==> config.mk <==
export PLATFORM = sky130hd
export DESIGN_NAME = dual_pwm_driver
export DESIGN_NICKNAME = d
export VERILOG_FILES = /design/src/rtl/dual_pwm_driver.sv
export SDC_FILE = /design/constraint.sdc
export NUM_CORES = 1
export LEC_CHECK = 0
export ABC_AREA = 1
export BUFFER_PORTS_ARGS = -buffer_cell sky130_fd_sc_hd__buf_2
export CORE_ASPECT_RATIO = 2
export CORE_MARGIN = 1
export CORE_UTILIZATION = 52
export DETAILED_ROUTE_END_ITERATION = 16
export HOLD_SLACK_MARGIN = 0.12
export PLACE_DENSITY = 0.76
export SLEW_MARGIN = 25
export SYNTH_ARGS = -nofsm -noshare
export SYNTH_HDL_FRONTEND = slang
export SYNTH_SLANG_ARGS = --single-unit
==> constraint.sdc <==
create_clock -name clk -period 2.35 [get_ports clk]
set_input_delay 0.3525 -clock clk [delete_from_list [all_inputs] [get_ports clk]]
set_output_delay 0.3525 -clock clk [all_outputs]
set_load 0.05 [all_outputs]
==> src/rtl/dual_pwm_driver.sv <==
// Purpose: pitch/yaw edge-aligned PWM + direction generator for two H-bridges; optional PWM_WATCHDOG_EN command timeout.
// Latency: command sampled at the period boundary (cnt==PERIOD-1), visible from the next cnt==0; a reversal adds DEAD_PERIODS idle periods.
// Backpressure: none; command words are level inputs sampled only at boundaries, cmd_valid only feeds the watchdog.
module dual_pwm_driver #(
  parameter int PERIOD       = 2500,
  parameter int CNT_W        = 12,
  parameter int DEAD_PERIODS = 2,
  parameter int WDT_PERIODS  = 50
) (
  input  logic        clk,
  input  logic        rst,
  input  logic [15:0] pitch_pwm,
  input  logic [15:0] yaw_pwm,
  input  logic        cmd_valid,
  output logic        pitch_pwm_o,
  output logic        pitch_dir_o,
  output logic        yaw_pwm_o,
  output logic        yaw_dir_o,
  output logic        period_start,
  output logic        wdt_trip
);

  // Magnitude may equal PERIOD (saturated), which can need one bit more than the counter.
  localparam int MAG_W = CNT_W + 1;
  localparam int DC_W  = (DEAD_PERIODS > 1) ? $clog2(DEAD_PERIODS) : 1;

  typedef enum logic {
    ST_RUN  = 1'b0,
    ST_DEAD = 1'b1
  } state_t;

  // Channel 0 = pitch, channel 1 = yaw.
  logic [CNT_W-1:0] r_cnt;
  logic [CNT_W-1:0] w_cnt_nxt;
  logic             w_boundary;
  logic             r_period_start;
  logic             w_wdt_block;

  state_t           r_state     [2];
  state_t           w_state_nxt [2];
  logic [MAG_W-1:0] r_mag       [2];
  logic [MAG_W-1:0] w_mag_nxt   [2];
  logic [MAG_W-1:0] w_mag_new   [2];
  logic [DC_W-1:0]  r_dead      [2];
  logic [DC_W-1:0]  w_dead_nxt  [2];
  logic [15:0]      w_cmd       [2];
  logic [1:0]       r_dir;
  logic [1:0]       w_dir_nxt;
  logic [1:0]       r_pwm;

  assign w_cmd[0] = pitch_pwm;
  assign w_cmd[1] = yaw_pwm;

  assign w_boundary = (r_cnt == CNT_W'(PERIOD - 1));
  assign w_cnt_nxt  = w_boundary ? '0 : r_cnt + CNT_W'(1);

  // Clamp the 15-bit duty field to the period length.
  function automatic logic [MAG_W-1:0] sat_mag(input logic [14:0] raw);
    if (int'({17'd0, raw}) >= PERIOD) return MAG_W'(PERIOD);
    return MAG_W'(raw);
  endfunction

  // Free-running period counter and its registered cnt==0 marker.
  always_ff @(posedge clk) begin
    if (rst) begin
      r_cnt          <= '0;
      r_period_start <= 1'b0;
    end else begin
      r_cnt          <= w_cnt_nxt;
      r_period_start <= (w_cnt_nxt == '0);
    end
  end

`ifdef PWM_WATCHDOG_EN
  localparam int WDT_W = $clog2(WDT_PERIODS + 1);

  logic [WDT_W-1:0] r_wdt_cnt;
  logic             r_wdt_trip;
  logic             w_trip_now;

  // A cmd_valid landing on the expiry boundary suppresses the trip.
  assign w_trip_now  = w_boundary && !cmd_valid && !r_wdt_trip &&
                       (r_wdt_cnt == WDT_W'(WDT_PERIODS - 1));
  assign w_wdt_block = r_wdt_trip | w_trip_now;

  // Boundary-counting command timeout; any cmd_valid restarts it and releases a trip.
  always_ff @(posedge clk) begin
    if (rst) begin
      r_wdt_cnt  <= '0;
      r_wdt_trip <= 1'b0;
    end else if (cmd_valid) begin
      r_wdt_cnt  <= '0;
      r_wdt_trip <= 1'b0;
    end else if (w_boundary && !r_wdt_trip) begin
      r_wdt_cnt <= r_wdt_cnt + WDT_W'(1);
      if (w_trip_now) r_wdt_trip <= 1'b1;
    end
  end

  assign wdt_trip = r_wdt_trip;
`else
  logic [32:0] w_unused_wdt;

  assign w_unused_wdt = {cmd_valid, 32'(WDT_PERIODS)};
  assign w_wdt_block  = 1'b0;
  assign wdt_trip     = 1'b0;
`endif

  // Per-channel next-state: commands are only looked at on the boundary cycle.
  always_comb begin
    for (int c = 0; c < 2; c++) begin
      w_state_nxt[c] = r_state[c];
      w_mag_nxt[c]   = r_mag[c];
      w_dead_nxt[c]  = r_dead[c];
      w_dir_nxt[c]   = r_dir[c];
      w_mag_new[c]   = sat_mag(w_cmd[c][14:0]);
      if (w_boundary) begin
        if (w_wdt_block) begin
          // Timeout: zero duty, keep direction, never enter DEAD.
          w_state_nxt[c] = ST_RUN;
          w_mag_nxt[c]   = '0;
        end else begin
          case (r_state[c])
            ST_RUN: begin
              if (w_cmd[c][15] == r_dir[c]) begin
                w_mag_nxt[c] = w_mag_new[c];
              end else begin
                w_mag_nxt[c]   = '0;
                w_dead_nxt[c]  = DC_W'(DEAD_PERIODS - 1);
                w_state_nxt[c] = ST_DEAD;
              end
            end
            ST_DEAD: begin
              if (r_dead[c] != '0) begin
                w_dead_nxt[c] = r_dead[c] - DC_W'(1);
              end else begin
                w_dir_nxt[c]   = w_cmd[c][15];
                w_mag_nxt[c]   = w_mag_new[c];
                w_state_nxt[c] = ST_RUN;
              end
            end
            default: w_state_nxt[c] = ST_RUN;
          endcase
        end
      end
    end
  end

  // Channel state registers; PWM compares the next count against the next magnitude so it lines up with cnt.
  always_ff @(posedge clk) begin
    if (rst) begin
      for (int c = 0; c < 2; c++) begin
        r_state[c] <= ST_RUN;
        r_mag[c]   <= '0;
        r_dead[c]  <= '0;
      end
      r_dir <= '0;
      r_pwm <= '0;
    end else begin
      for (int c = 0; c < 2; c++) begin
        r_state[c] <= w_state_nxt[c];
        r_mag[c]   <= w_mag_nxt[c];
        r_dead[c]  <= w_dead_nxt[c];
        r_pwm[c]   <= ({1'b0, w_cnt_nxt} < w_mag_nxt[c]);
      end
      r_dir <= w_dir_nxt;
    end
  end

  assign pitch_pwm_o  = r_pwm[0];
  assign pitch_dir_o  = r_dir[0];
  assign yaw_pwm_o    = r_pwm[1];
  assign yaw_dir_o    = r_dir[1];
  assign period_start = r_period_start;

endmodule
After elaboration in Yosys (flattened, before gate mapping)
Memory sizes are Yosys's and may differ from the RTL's.
Cells that the tools add are included.
- word-level logic and storage cells: 71
- bits of input ports: 35
- bits in registers: 17
- memories kept: 3
- bits in read-only memories: 0
- memory bits (writable): 30
- bits in latches: 0
- add/sub/neg operators: 3
- reduce and logical (&&, ||, !) cells: 3
- eq/ne operators: 3
- divide/modulo/power cells: 0
- bitwise gates (word level): 10
- order comparisons: 4
- mux-type cells: 40
- multipliers: 0
- shifts and indexed selects: 0
- memory list (name ; depth ; bits a word ; read ports ; clocked after memory_dff ; wr ports ; RTL line ; RTL):
    r_mag ; 2 ; 13 ; 2 ; 0 ; 2 ; 41 ; logic [MAG_W-1:0] r_mag [2];
    r_dead ; 2 ; 1 ; 2 ; 0 ; 2 ; 44 ; logic [DC_W-1:0] r_dead [2];
    r_state ; 2 ; 1 ; 2 ; 0 ; 2 ; 39 ; state_t r_state [2];
- operators by type and width (cell ; number):
    13-bit two-way mux ; 12
    13-bit one-hot mux with 2 select lines ; 2
    15-bit by 12-bit greater-or-equal comparator with 1-bit output (second input constant) ; 2
    12-bit by 13-bit less-than comparator with 1-bit output ; 2
    1-bit two-way mux ; 21
    12-bit by 1-bit adder with 12-bit output (second input constant) ; 1
    12-bit == test (second input constant) ; 1
    12-bit zero test ; 1
    12-bit two-way mux ; 1
    1-bit one-hot mux with 2 select lines ; 4
    1-bit OR ; 6
    3-bit AND reduction ; 2
    1-bit NOT ; 4
    1-bit == test ; 2
    1-bit subtractor (second input constant) ; 2

Longest topological paths before layout
- word-level depth: 7
- depth in mapped cells: 18
- depth with buffers taken out: 16

Least setup slack after synthesis
OpenSTA, ideal clock, no wires.
- path type: flip-flop to flip-flop
- start: register r_cnt[0]
- end: register r_pwm[0]
- slack: 26 ps
- setup time: 70 ps
- required time: 2280 ps
- cell stages (with the launch flop): 19
- arrival: 2254 ps
- cell sequence: dfxtp_1 > ha_1 > buf_4 > nand2_1 > nor2_2 > nand2_2 > nor2_8 > buf_8 > nand2_1 > clkinv_1 > o21ai_0 > nand2_1 > inv_2 > ha_1 > a21oi_1 > nor2_1 > a211oi_1 > nand2_1 > a21oi_1
- cells in the longest elaborated chain, start to end: 3
- elaborated cells between the ends (all ways): 5
- those cells by class: add/sub (1); order compare (1); eq/ne (1); mux (2)
- RTL lines (what ; RTL line ; RTL):
    start, declared ; 33 ; logic [CNT_W-1:0] r_cnt;
    start signal, assigned ; 69 ; r_cnt <= w_cnt_nxt;
    12-bit by 1-bit adder with 12-bit output / 12-bit == test (equally long branches) ; 55, 54 ;
    12-bit two-way mux / 13-bit two-way mux (equally long branches) ; 55, 117 ;
    12-bit by 13-bit less-than comparator with 1-bit output (*) ; 164 ; r_pwm[c] <= ({1'b0, w_cnt_nxt} < w_mag_nxt[c]);
    end signal, assigned by index ; 164 ;
    end, declared ; 49 ; logic [1:0] r_pwm;
Every way passes the cells marked *; elsewhere a longest branch is shown, timed or not.
A chain may end at the register's enable or synchronous reset.

Worst setup path after layout
- start: register r_cnt[0]
- end: register r_pwm[1]
The elaborated chain is that of the path after synthesis.

==> results_dict.tcl <==
set metrics [dict create \
    outcome "complete, but fails checks" \
    failed_checks "negative setup slack" \
    fp.dieW_um 55.30 \
    pwr-share-seq 0.499 \
    syn_area_per_cell_um2 6.822 \
    p_comb_frac 0.137 \
    slowest_stage "dfxtp_2" \
    initial_core_util 0.5403 \
    grt_setup_unrepaired "true" \
    fmax_ghz 0.4128 \
    critPathMaxFanout 9 \
    place_inst 559 \
    async_flop_share 0 \
    viasPerCell 5.352 \
    hold_class "in -> reg" \
    drv_slew 0 \
    num_vias 3072 \
    drive_gt1_frac 0.2977 \
    critical_path.max_stage_delay_ns 0.36 \
    path_buf_inv 1 \
    period_needed_ns 2.422 \
    drt_iter0_drc 123 \
    leakage_uw 0.001844 \
    grt_pass1_wl_um 12080 \
    p_switching_uw 423.7 \
    cp_cell_sequence "ha_4 > nand2_2 > nor2_4 > nand2_4 > nor2_8 > nand2_4 > clkinv_4 > nor2_1 > o31ai_2 > ha_1 > a21oi_2 > nor2_1 > a211oi_2 > nand2_1 > a21oi_2" \
    yosysWarnings 0 \
    htreeDepth 2 \
    finalHoldViolCount 0 \
    synth_cell_types 39 \
    root_buffer "clkbuf_8" \
    fin_worst_hold_slack_ns 0.3313 \
    crit_required_ns 2.59 \
    ant_nets 0 \
    power.total_uw 1629 \
    grt_start_max_net_pins 42 \
    grt_use_total 0.2616 \
    cp_data_arrival_time_ns 2.67 \
    cts.sinks 47 \
    synth-edff-count 0 \
    place.port_buffers 38 \
    antenna_found_initial 0 \
    critPathLaunchType "flip-flop" \
    setup_slack_ns -0.07226 \
    syn_nets 491 \
    route.detailed.drc 0 \
    p_int_uw 1206 \
    clk_latency_ns 0.32 \
    synth_seq_cells 47 \
    core_um2 5468 \
    cpLargestDelayFamily "compound AO/OA/AOI/OAI gates" \
    clk_pin_slew_ns 0.08 \
    setup_viol 2 \
    swShare 0.2600 \
    final_cells 574 \
    numCtsBuffers 5 \
    endpoint_kind "flip-flop" \
    pwr-share-clk 0.364 \
    area.growth.synth_to_final_pct 27.66 \
    final_nets 572 \
    synth_cells 433 \
    ys_seq_area_frac 0.3185 \
    skew_ns 0.005889 \
    dpl.hpwl_um 5985 \
    maxCapViolations 0 \
    dpl-instance-area_um2 3437 \
    fin_area_um2 3771 \
    ios 41 \
    die_area_um2 6004 \
    row_count 38 \
    diodes 0 \
    wl_per_cell_um 14.02 \
    die_h_um 108.6 \
    vdd_ir_drop_max_v 0.0003952 \
    synthFlopType "dfxtp_1" \
    synth_area_um2 2954 \
    routed_wl_um 8049 \
    ctsHoldBuffers 0 \
    grt_pass1_vias 2802 \
    criticalPathCategory "reg -> reg" \
    gp_congestion 0.8756 \
    overflow 0 \
    max-clock-path-buffers 2 \
    fin_crit_sh 1.031 \
    cts_tree "yes" \
    dr.pass1.iters 6 \
    power.density_nw_per_um2 432.0 \
]
-- per-stage QoR --
stage	worst slack [ns]	util	TNS, ns
global route	-0.1969	0.6897	-0.3781
floorplan	0.02581	-	0
finish	-0.07226	0.6897	-0.1265
CTS	-0.03637	0.6606	-0.03637
detailed placement	-0.1480	0.6286	-0.2286
global placement	-0.07053	0.6286	-0.08999
-- logic make-up after synthesis --
kind of cell,after synthesis,share of synthesized area
AO/OA/AOI/OAI,63,0.1410
XOR/XNOR,6,0.01779
flip-flops,47,0.3185
AND/OR/NAND/NOR,217,0.3168
other,1,0.001269
adder cells (fa/ha/maj),23,0.09742
buffers and inverters,76,0.1072
-- Yosys cell counts, types with 2 or more instances --
| cell | n | share of area |
|---|---|---|
| xnor2_1 | 2 | 0.0059 |
| dfxtp_1 | 47 | 0.32 |
| inv_2 | 10 | 0.013 |
| nand2_2 | 3 | 0.0064 |
| o21ai_2 | 2 | 0.0059 |
| nand2_1 | 94 | 0.12 |
| nand4_1 | 5 | 0.011 |
| nand4_2 | 2 | 0.0085 |
| o21ai_0 | 24 | 0.041 |
| a21boi_1 | 2 | 0.0051 |
| xor2_1 | 4 | 0.012 |
| o21ai_1 | 4 | 0.0068 |
| nor2_1 | 73 | 0.093 |
| or2_2 | 4 | 0.0085 |
| nand3_1 | 20 | 0.034 |
| a211oi_1 | 4 | 0.010 |
| buf_4 | 3 | 0.0076 |
| inv_1 | 54 | 0.069 |
| a22o_1 | 2 | 0.0059 |
| a21oi_1 | 12 | 0.020 |
| ha_1 | 23 | 0.097 |
| nand3b_1 | 2 | 0.0051 |
| nor3_1 | 9 | 0.015 |
| o31ai_2 | 4 | 0.017 |
| a32oi_1 | 4 | 0.012 |
| clkbuf_1 | 5 | 0.0064 |
| nor2_2 | 3 | 0.0064 |
-- routing by layer --
layer / track usage / vias to the layer above / share of wire
li1: - / 1553 / -
met5: 0 / - / 0
met3: 0.03589 / 31 / 0.032
met2: 0.5000 / 74 / 0.55
met1: 0.2448 / 1414 / 0.36
met4: 0.1964 / 0 / 0.059
-- cells in the final DEF (no fill, tap or decap), drive strengths merged, types with 2 or more instances in the layout --
master,count
nand3,21
xnor2,2
dfxtp,47
a21oi,12
o21ai,30
a32oi,4
clkbuf,6
xor2,4
o31ai,4
buf,84
nor2,77
a22o,2
nand2,97
inv,65
or2,4
nor3,9
nand3b,2
nand4,7
ha,23
a211oi,4
a21boi,2
-- worst reg2reg max path, delay by kind of cell, from the launching register on --
family / cells / cell delay [ns]
flip-flops: 1 / 0.36
buffers and inverters: 1 / 0.09
adder cells (fa/ha/maj): 2 / 0.45
AO/OA/AOI/OAI: 4 / 0.76
AND/OR/NAND/NOR: 8 / 0.69
-- layout make-up --
| type | instances | area [um2] |
|---|---|---|
| well taps | 60 | 75.07 |
| inverters | 66 | 255.2 |
| repair buffers | 84 | 543.0 |
| clock buffers | 6 | 72.57 |
| flip-flops and latches | 47 | 947.2 |
| fillers | 469 | 1697 |
| multi-input cells | 310 | 1848 |
| clock inverters | 1 | 30.03 |
-- timing repair --
action	in CTS	in global routing
setup endpoints to repair	2	2
endpoints found under the hold margin	0	0
buffers inserted	1	7
gates resized for setup	17	28
pin swaps	6	18
-- flip-flops by register name, summed over array words and instances (netlist names) --
signal and count:
r_cnt 12, period_start 1, r_state 2, r_dead 2, r_dir 2, r_pwm 2
r_mag 26
-- power groups by stage --
stage	combinational (uW)	sequential [uW]	clock, uW
2_1_floorplan	97.2	849	0
4_1_cts	206	813	599
6_report	223	813	593
5_1_grt	242	814	618
3_5_place_dp	193	830	0
3_3_place_gp	189	829	0
-- final timing paths --
check	startpoint	endpoint	slack, ns	cells after the start
max	r_cnt[0]$_SDFF_PP0_	r_pwm[1]$_SDFF_PP0_	-0.07	15
min reg2reg	r_dir[1]$_SDFFE_PP0P_	r_dir[1]$_SDFFE_PP0P_	0.49	2
min	pitch_pwm[15]	r_dir[0]$_SDFFE_PP0P_	0.33	3
max reg2reg	r_cnt[0]$_SDFF_PP0_	r_pwm[1]$_SDFF_PP0_	-0.07	15
Note: power is estimated with default switching activity, not from simulation.
